==> config.mk <==
export PLATFORM = sky130hd
export DESIGN_NAME = seq_num_adder
export DESIGN_NICKNAME = d
export VERILOG_FILES = /design/src/rtl/seq_num_adder.sv
export SDC_FILE = /design/constraint.sdc
export NUM_CORES = 1
export LEC_CHECK = 0
export ABC_AREA = 0
export BUFFER_PORTS_ARGS = -buffer_cell sky130_fd_sc_hd__buf_2
export CORE_ASPECT_RATIO = 0.7
export CORE_MARGIN = 2
export CORE_UTILIZATION = 50
export DETAILED_ROUTE_END_ITERATION = 8
export PLACE_DENSITY = 0.73
export RECOVER_POWER = 25
export SYNTH_ARGS = -nofsm -noshare
export SYNTH_HDL_FRONTEND = slang
export SYNTH_SLANG_ARGS = --single-unit
==> constraint.sdc <==
create_clock -name clk -period 2.5 [get_ports clk]
set_input_delay 0.125 -clock clk [delete_from_list [all_inputs] [get_ports clk]]
set_output_delay 0.125 -clock clk [all_outputs]
set_load 0.02 [all_outputs]
==> src/rtl/seq_num_adder.sv <==
// Sequential adder for unsigned fixed-point or small unbiased floats.
// Floats are aligned one bit per cycle, added, then normalised by at most one place.
module seq_num_adder #(
    parameter int MW = 4,
    parameter int EW = 4
) (
    input  logic             clk,
    input  logic             rst,
    input  logic             start,
    input  logic             format,
    input  logic [MW+EW-1:0] operand1,
    input  logic [MW+EW-1:0] operand2,
    output logic [MW+EW:0]   result,
    output logic             busy,
    output logic             done,
    output logic             ovf
);

    localparam int W  = MW + EW;
    localparam int CW = (EW > $clog2(MW + 2)) ? EW : $clog2(MW + 2);

    typedef enum logic [2:0] {IDLE, ALIGN, ADD, NORM, DONE} state_t;

    state_t         state, state_next;
    logic           fmt_r;
    logic [W-1:0]   opa, opb;
    logic [MW:0]    ma, mb;
    logic [EW-1:0]  exp_r;
    logic [CW-1:0]  cnt;
    logic [MW+1:0]  sum;

    logic           accept;
    logic [MW-1:0]  f1, f2;
    logic [EW-1:0]  e1, e2, dexp, cap_exp;
    logic [MW:0]    cap_big, cap_small;
    logic [CW-1:0]  dext, cap_cnt;

    assign accept = start && (state == IDLE || state == DONE);

    // Larger-exponent mantissa goes to ma; only mb is ever shifted.
    always_comb begin
        f1 = operand1[W-1:EW];
        e1 = operand1[EW-1:0];
        f2 = operand2[W-1:EW];
        e2 = operand2[EW-1:0];
        if (e1 >= e2) begin
            cap_big   = {1'b1, f1};
            cap_small = {1'b1, f2};
            cap_exp   = e1;
            dexp      = e1 - e2;
        end else begin
            cap_big   = {1'b1, f2};
            cap_small = {1'b1, f1};
            cap_exp   = e2;
            dexp      = e2 - e1;
        end
        dext    = CW'(dexp);
        cap_cnt = (dext > CW'(MW + 1)) ? CW'(MW + 1) : dext;
    end

    always_ff @(posedge clk) begin
        if (rst) state <= IDLE;
        else     state <= state_next;
    end

    always_comb begin
        state_next = state;
        case (state)
            IDLE, DONE: begin
                if (start) begin
                    if (format && dexp != '0) state_next = ALIGN;
                    else                      state_next = ADD;
                end else begin
                    state_next = IDLE;
                end
            end
            ALIGN:   state_next = (cnt == CW'(1)) ? ADD : ALIGN;
            ADD:     state_next = fmt_r ? NORM : DONE;
            NORM:    state_next = DONE;
            default: state_next = IDLE;
        endcase
    end

    always_comb begin
        busy = (state == ALIGN) || (state == ADD) || (state == NORM);
        done = (state == DONE);
    end

    always_ff @(posedge clk) begin
        if (rst) begin
            fmt_r  <= 1'b0;
            opa    <= '0;
            opb    <= '0;
            ma     <= '0;
            mb     <= '0;
            exp_r  <= '0;
            cnt    <= '0;
            sum    <= '0;
            result <= '0;
            ovf    <= 1'b0;
        end else begin
            if (accept) begin
                fmt_r <= format;
                opa   <= operand1;
                opb   <= operand2;
                ma    <= cap_big;
                mb    <= cap_small;
                exp_r <= cap_exp;
                cnt   <= cap_cnt;
            end
            case (state)
                ALIGN: begin
                    mb  <= mb >> 1;
                    cnt <= cnt - CW'(1);
                end
                ADD: begin
                    if (fmt_r) begin
                        sum <= {1'b0, ma} + {1'b0, mb};
                    end else begin
                        result <= {1'b0, opa} + {1'b0, opb};
                        ovf    <= 1'b0;
                    end
                end
                NORM: begin
                    if (sum[MW+1]) begin
                        if (&exp_r) begin
                            result <= {1'b0, {MW{1'b1}}, {EW{1'b1}}};
                            ovf    <= 1'b1;
                        end else begin
                            result <= {1'b0, sum[MW:1], exp_r + EW'(1)};
                            ovf    <= 1'b0;
                        end
                    end else begin
                        result <= {1'b0, sum[MW-1:0], exp_r};
                        ovf    <= 1'b0;
                    end
                end
                default: ;
            endcase
        end
    end

endmodule

Yosys cells after proc, flatten, opt, wreduce, memory -nomap -nowiden:

Cells that the tools add are included.

* bits in registers: 54

* $add $sub $neg: 6
* magnitude comparators: 2
* equality and inequality tests: 6
* mux-type cells: 22
* reductions and logical operators: 14

Operators with widths (number)
* $mux W4: 9
* $mux W9: 2
* $pmux W9 S2: 1
* $pmux W3 S4: 1
* $add A8 B8 Y9: 1
* $mux W8: 1
* $sub A4 B4 Y4: 2
* $add A5 B5 Y6: 1
* $eq A3 B2 Y1 const B: 2
* $mux W3: 2
* $add A4 B1 Y4 const B: 1
* $eq A4 B1 Y1 const B: 1
* $ge A4 B4 Y1: 1
* $gt A4 B3 Y1 const B: 1
* $mux W2: 2
* $reduce_and A2 Y1: 2
* $reduce_and A4 Y1: 1
* $reduce_bool A2 Y1: 2
* $reduce_bool A4 Y1: 1
* $reduce_or A2 Y1: 2
* $sub A4 B1 Y4 const B: 1
* $eq A3 B1 Y1 const B: 1
* $eq A3 B3 Y1 const B: 1
* $logic_not A3 Y1: 1
* other kinds (5): 10

Depth between registers and ports, before layout:

Gate-level depths: netlist of run 1.

* depth after elaboration: 7
* mapped depth: 9

Least setup slack after synthesis of run 1:

No wires, ideal clock.

* kind: input-to-reg
* start point: in operand1[0]
* end point: reg mb[1]
* library setup time: 0.132 ns
* arrival time: 1.696 ns
* data required time: 2.368 ns
* path slack: 0.672 ns
* stages: 9
* cells stage by stage: inv_1 ha_1 fa_1 a21boi_1 o21ai_2 buf_6 mux2_2 nand2_1 a21oi_1

* cells in the longest elaborated chain, start to end: 4

RTL lines
* start: declaration: line 11 `input logic [MW+EW-1:0] operand1,`
* $ge A4 B4 Y1: line 46 `if (e1 >= e2) begin`
* $mux W4: line 46
* $mux W4: line 102 `if (accept) begin`
* $mux W4: line 111 `case (state)`
* end signal: assignment: line 107 `mb <= cap_small;`
* end signal: assignment: line 113 `mb <= mb >> 1;`
* end: declaration: line 27 `logic [MW:0] ma, mb;`

No other way between the ends. The select of a mux whose other input is x is not followed.
A chain may end at the register's enable or synchronous reset.

Worst setup path in the final report of run 1:

* start point: reg state[0]
* end point: reg state[0]

* cells in the longest elaborated chain, start to end: 3

RTL lines
* start: declaration: line 24 `state_t state, state_next;`
* start signal: assignment: line 63 `else state <= state_next;`
* $eq A3 B3 Y1 / $logic_not A3 Y1 (equally long branches): line 68 `case (state)`
* $reduce_or A2 Y1: line 68
* $pmux W3 S4 (*): line 68

Every way passes the cells marked *; elsewhere a longest branch is shown, timed or not.

==> results of run 1 <==
[synth_stat cells (all sizes together), types with 4 or more instances]
library cell / number
nand2: 64
dfxtp: 54
a21oi: 52
nor2: 39
ha: 23
inv: 20
o21ai: 20
buf: 13
a211oi: 11
mux2i: 8
nor2b: 8
nand3: 7
mux2: 6
clkbuf: 5
nand2b: 5
nor3: 5
xor2: 5
a22oi: 4
fa: 4
nand3b: 4
xnor2: 4
[logic make-up (layout without fill, tap and decap cells)]
kind of cell | count (synthesis) | in the layout | share of synthesized area
adder cells (fa/ha/maj) | 27 | 27 | 0.115
flip-flops | 54 | 54 | 0.338
XOR/XNOR | 9 | 9 | 0.0247
multiplexers | 14 | 14 | 0.0462
AND/OR/NAND/NOR | 145 | 145 | 0.205
AO/OA/AOI/OAI | 113 | 113 | 0.216
buffers and inverters | 38 | 65 | 0.0541
[stage by stage]
step           utilization  instances  worst slack, ns
4_1_cts              0.564        505            0.524
6_report             0.559        505            0.461
2_1_floorplan            -        400            0.672
3_5_place_dp         0.547        497            0.403
5_1_grt              0.559        505            0.212
3_3_place_gp         0.547        497            0.491
[critical path: cells and delay by family (launching register included)]
kind,cells,cell delay [ns]
compound gates,1,0.33
buf+inv,1,0.67
flops,1,0.39
simple gates,2,0.55
[area by class of cell]
class,instances,area [um2]
clock inverter,1,8.76
tap,78,97.6
multi-input combinational,308,1930
clock buffer,7,96.3
inverter,20,75.1
sequential,54,1080
fill,605,2740
timing repair buffer,37,184
[placed cells by master, fill, tap and decap left out, types with 11 or more instances in the layout]
cell type	netlist	layout
buf_2	9	20
a21oi_1	52	52
dfxtp_1	54	54
nor2_1	39	39
nand2_1	64	64
a211oi_1	11	11
ha_1	23	23
inv_1	20	20
clkbuf_1	5	11
o21ai_0	18	18
[where the power goes]
group          leakage, nW  internal (W)  switching (W)
Combinational        0.934      0.000229       0.000345
Clock               0.0544      0.000255       0.000299
Sequential           0.443      0.000936      0.0000631
[worst min path at each step]
stage           startpoint     end  slack (ns)
3_3_place_gp   operand1[5]  opa[5]        0.41
5_1_grt        operand2[7]  opb[7]        0.08
6_report       operand2[3]  opb[3]        0.07
3_5_place_dp   operand1[5]  opa[5]        0.41
4_1_cts        operand2[3]  opb[3]        0.07
2_1_floorplan  operand1[0]  opa[0]        0.26
[sequential cells by signal (all words and copies together), names as in the netlist]
register	count
opb	8
cnt	4
opa	8
fmt_r	1
exp_r	4
sum	6
ovf	1
result	9
ma	5
mb	5
state	3
[metal layers]
layer | up-vias | GRT usage
met5 | - | 0
met4 | 0 | 0.0365
met3 | 5 | 0.0474
met2 | 56 | 0.332
met1 | 1307 | 0.339
li1 | 1449 | -
==> impl_results.md, run 1 <==
- Pre-antenna DRT Iters: 4
- Crit Path Category: reg -> reg
- Overall Power: 0.00213 W
- Placeable Area: 6220 um2
- Dpl cell area: 3400 um2
- R2r setup slk: 0.46 ns
- Fmax: 0.491 GHz
- Root Buffer: clkbuf_8
- Slew Viols, Final: 0
- Worst R2R End: state[0]
- Die span in y: just over 70 um
- Hpwl dp: roughly 5.8 mm
- Starting Density: 0.514
- Max rail drop VDD: about 0.3 mV
- Nets@finish: around 470
- Unrepaired setup endpoints after global routing: no
- Final ANT Viol Nets: 0
- I/O pin cnt: 32
- Max_slew headroom: 0.491
- Grt ovf: 0
- Status: complete, no violations
- Post-CTS Hold Fix Bufs: 0
- Share of the synthesized area in the top cell type: 0.338
- Num rows: 24
- Cell taking the most area after synthesis: dfxtp_1
- TritonCTS sink count: 54
- Crit. End Element: register
- Global-route wire length before repair: about 13 mm
- EDFF count, synth: 0
- Post-layout minimum cycle time: 2.04 ns
- Via count: approximately 2800
- DR iter-0 viols: 177
- Worst Hold Class: in -> reg
- CTS tree: done
- Chip width: between 90 and 100 um
- YS warnings: 0
- Worst R2R Path Depth: 4
- PostCTS Resize Cnt: 0
- Fin. Hold Viols: 0
- CP Cell Sequence: nor3b_1 > clkbuf_2 > nand2_1 > o41ai_1
- Clock Latency Late Sink: 0.32 ns
- Crit path arrival time: 2.26 ns
- H-tree Lvls: 2
- Clk buf depth: 2
- Setup TNS: 0 ns
- Worst path slowest cell: clkbuf_2
- CP startpoint kind: register
- CP max stage delay: approximately 0.67 ns
- Worst-path clk slew: about 0.1 ns
- Ys flop type: dfxtp_1
- Max-cap viol count: 0
- DRT Wirelength: 7.50 mm
- Req. time, crit path: 2.72 ns
- Final GP Congestion: 0.877
- Top Metal Used: met4
- Layout cells sized above 1: 0.105
- Post-Synthesis Cells: 400
- CTS buffer count: 5
- R2r startpoint: state[0]
- GRT Total Usage: 0.223
- Hold Path Depth: 3
- Initial antenna violation count: 0
- Slew @ Worst Pin: 0.764 ns
- Final instance area: 3480 um2
- Setup bufs post-CTS: 0
- #FFs+latches synth: 54
- Syn_nets: around 450
- Final hold slack: 0.0736 ns
- Area Overhead vs Synth: 8.81%
- Met3 WL: approximately 340 um
- Worst setup startpoint: state[0]
- PortBufs: 31
- Power per cell area: roughly 600 nW/um2
- Largest cells by area after synthesis: dfxtp_1 34%, ha_1 9.0%, a21oi_1 8.1%
- Met2 WL: ~3.1 mm
- Drt wl/cell: around 15 um
- Vias per cell: between 5 and 6
- ANT cells: 0
- Syn Area/Cell: 7.99 um2
- Vias in the first global route: around 2600
- Post-synth cell types: 52
- Largest net degree at the start of global routing: 43
- Post-synthesis cell area: ~3200 um2
- Ys async rst share: 0
- Post-synthesis sequential area ratio: 0.338
- Final setup violating endpoints: 0
- Part of the cycle the worst path needs: 0.815
- Final Skew: roughly 0.013 ns
- Drc violations: 0
- CP max FO: 42
- Die Area: approximately 7000 um2
- WL met1: about 4.0 mm
- Leak: about 1.4 nW
- Critical Path End: state[0]
Power figures use the tool's default switching activity.
==> inputs of run 2 (changes only) <==
--- a/config.mk
+++ b/config.mk
@@ -5,13 +5,13 @@
 export SDC_FILE = /design/constraint.sdc
 export NUM_CORES = 1
 export LEC_CHECK = 0
-export ABC_AREA = 0
+export ABC_AREA = 1
 export BUFFER_PORTS_ARGS = -buffer_cell sky130_fd_sc_hd__buf_2
 export CORE_ASPECT_RATIO = 0.7
 export CORE_MARGIN = 2
 export CORE_UTILIZATION = 50
 export DETAILED_ROUTE_END_ITERATION = 8
-export PLACE_DENSITY = 0.73
+export PLACE_DENSITY = 0.76
 export RECOVER_POWER = 25
 export SYNTH_ARGS = -nofsm -noshare
 export SYNTH_HDL_FRONTEND = slang
==> constraint.sdc (replaced) <==
create_clock -name clk -period 1.8 [get_ports clk]
set_input_delay 0.09 -clock clk [delete_from_list [all_inputs] [get_ports clk]]
set_output_delay 0.09 -clock clk [all_outputs]
set_load 0.02 [all_outputs]
==> run 2 against run 1 <==
Compared with the run above: register-to-register slack got worse by 0.39 ns; core utilization increased by 1.1 points; total power increased by 40%; sequential share of layout area decreased by 0.062 points; fmax increased by 18%; worst setup slack got worse by 0.39 ns; area after synthesis decreased by 2.1%; clock skew decreased by 0.0047 ns; non-clock buffer count increased by 3; largest cell class unchanged.
==> impl_results.md, run 2 <==
- CP Cell Sequence: ha_4 > inv_2 > fa_2 > nand3b_1 > nand2_2 > nand4_1 > o311ai_2 > nand3_1 > a21oi_1
- Final setup violating endpoints: 0 (unchanged)
- H-tree Lvls: 2 (unchanged)
- Grt ovf: 0 (unchanged)
- Fmax: 0.577 GHz (+18%)
- DRT Wirelength: 7.63 mm (+1.8%)
- Biggest register: result
- Hpwl dp: 5.66 mm (-3.0%)
- Worst Hold Class: in -> reg
- GRT Total Usage: 0.229 (+0.00561)
- Chip width: 98.5 um (-1.0%)
- Clock Latency Late Sink: 0.31 ns (about the same)
- Most common cell after layout, fill and taps aside: inv_1
- Top post-synthesis cells by count: 57 x inv_1, 55 x nand2_1, 54 x dfxtp_1
- Via count: 2930 (+4.0%)
- Post-synthesis sequential area ratio: 0.346 (+0.00731)
- Post-CTS Hold Fix Bufs: 0 (unchanged)
- Drt wl/cell: 14.3 um (-3.8%)
- Syn_nets: 471 (+5.4%)
- Num rows: 24 (unchanged)
- Final ANT Viol Nets: 0 (unchanged)
- Max rail drop VDD: 0.350 mV (+18%)
- YS warnings: 0 (unchanged)
- Nets@finish: 502 (+6.1%)
- Post-layout minimum cycle time: 1.73 ns (-0.307 ns)
- Global-route wire length before repair: 12.8 mm (+1.3%)
- R2r setup slk: 0.07 ns (-0.39 ns)
- Die span in y: 70.2 um (-1.0%)
- Ys flop type: dfxtp_1
- Vias per cell: 5.49 (-1.6%)
- Final GP Congestion: 0.891 (+1.6%)
- DR iter-0 viols: 200 (+13%)
- Area Overhead vs Synth: 11.6%
- Crit path arrival time: 1.98 ns (-0.28 ns)
- Share of the synthesized area in the top cell type: 0.346 (+0.00731)
- TritonCTS sink count: 54 (unchanged)
- Crit Path Category: reg -> reg
- Slew Viols, Final: 0 (unchanged)
- Cell taking the most area after synthesis: dfxtp_1
- CP max stage delay: 0.37 ns (-0.30 ns)
- Drc violations: 0 (unchanged)
- Part of the cycle the worst path needs: 0.962 (+0.147)
- Status: complete, no violations
- Max-cap viol count: 0 (unchanged)
- Commonest cells after routing, fill and taps aside: 56 x inv_1, 54 x nand2_1, 52 x dfxtp_1
- Clk buf depth: 2 (unchanged)
- Setup bufs post-CTS: 0 (unchanged)
- #FFs+latches synth: 54 (unchanged)
- Fin. Hold Viols: 0 (unchanged)
- CTS buffer count: 5 (unchanged)
- Largest cells by area after synthesis: dfxtp_1 35%, ha_1 9.2%, a21oi_1 8.0%
- Vias in the first global route: 2658 (+3.3%)
- Die Area: 6910 um2 (-2.0%)
- Syn Area/Cell: 7.37 um2 (-7.7%)
- Top-count cell post-synth: inv_1
- Root Buffer: clkbuf_8
- Post-synth cell types: 35 (-33%)
- Post-synthesis cell area: 3130 um2 (-2.1%)
- CTS tree: done
- Placeable Area: 6130 um2 (-1.4%)
- Max_slew headroom: 0.758 (+0.267)
- Leak: 1.59 nW (+11%)
- Largest net degree at the start of global routing: 40 (-7.0%)
- Setup TNS: 0 ns (unchanged)
- Req. time, crit path: 2.04 ns (-0.68 ns)
- Post-Synthesis Cells: 424 (+6.0%)
- EDFF count, synth: 0 (unchanged)
- CP startpoint kind: register
- Pre-antenna DRT Iters: 5 (+1)
- Final Skew: 0.00792 ns (-0.00466 ns)
- Layout cells sized above 1: 0.118 (+0.0130)
- Worst path slowest cell: dfxtp_2
- Worst-path clk slew: 0.10 ns (about the same)
- Power per cell area: 855 nW/um2 (+40%)
- CP max FO: 4 (-90%)
- Starting Density: 0.510 (-0.00347)
- ANT cells: 0 (unchanged)
- Biggest regs: result x9, opa x8, opb x8
- Fillcell total: 601 (-0.66%)
- Final hold slack: 0.0354 ns (-0.0382 ns)
- Slew @ Worst Pin: 0.360 ns (-0.404 ns)
- Crit. End Element: register
- Initial antenna violation count: 0 (unchanged)
- Ys async rst share: 0 (unchanged)
- PortBufs: 31 (unchanged)
- Max reg flops: 9 (unchanged)
- I/O pin cnt: 32 (unchanged)
==> run 2: cell count changes after synthesis, moves of 9 or more <==
cell	before	now
inv_1	20	57
nand2_1	64	55
nand3_1	7	17
o211ai_1	3	14
o21ai_0	18	45
==> run 2: metrics by stage <==
stage                     area [um2]  std cells  power, W  worst slack (ns)   util
after global routing            3490        534   0.00319           -0.0264  0.570
final                           3490        534   0.00299            0.0683  0.570
after detailed placement        3380        526   0.00226           -0.0779  0.552
after floorplan                 3130        424   0.00202             0.180      -
after global placement          3380        526   0.00224          0.000892  0.552
after CTS                       3480        534   0.00297            0.0523  0.568
==> run 2: area by class of cell <==
type	count	area, um2	area share
Tap cell	78	97.6	0.0280
Clock buffer	6	82.6	0.0237
Sequential cell	54	1080	0.310
Timing Repair Buffer	40	220	0.0631
Clock inverter	2	12.5	0.00358
Multi-Input combinational cell	294	1770	0.506
Inverter	60	228	0.0652
==> run 2: worst max-delay path: cells and delay by family (launching register included) <==
family | cells | cell delay, ns
and+or+nand+nor | 4 | 0.53
adders and majority gates | 2 | 0.49
DFF | 1 | 0.37
AOI/OAI and AO/OA | 2 | 0.24
buffers and inverters | 1 | 0.04
==> run 2: power breakdown <==
group | leakage (nW) | internal (W) | total [W] | switching (W)
clock network | 0.0472 | 0.000310 | 0.000719 | 0.000408
logic | 1.09 | 0.000320 | 0.000856 | 0.000536
registers | 0.445 | 0.00131 | 0.00141 | 0.0000964
==> run 2: metal layers <==
layer / share of wire / routed length [um] / global-route usage / up-vias
met4: 0.0080 / 61 / 0.0548 / 0
met2: 0.42 / 3230 / 0.339 / 100
li1: - / - / - / 1482
met1: 0.51 / 3860 / 0.345 / 1339
met3: 0.062 / 477 / 0.0410 / 9
met5: 0 / 0 / 0 / -
==> run 2: path summary, 6_finish.rpt <==
kind	from	cells after the start	endpoint
setup / recovery	opb[0]	9	result[8]
hold / removal	operand2[7]	3	opb[7]
setup reg to reg	opb[0]	9	result[8]
hold reg to reg	ovf	2	ovf
==> run 2: cells by family after synthesis <==
logic type,Yosys count,share of synthesized area
AO/OA/AOI/OAI,136,0.243
XOR/XNOR,9,0.0252
adder cells (fa/ha/maj),27,0.118
buffers and inverters,76,0.0984
flip-flops,54,0.346
AND/OR/NAND/NOR,122,0.170
==> run 2: what timing repair did <==
item,CTS,global route
endpoints found under the setup margin,1,2
pin swaps,1,7
gates resized for setup,4,7
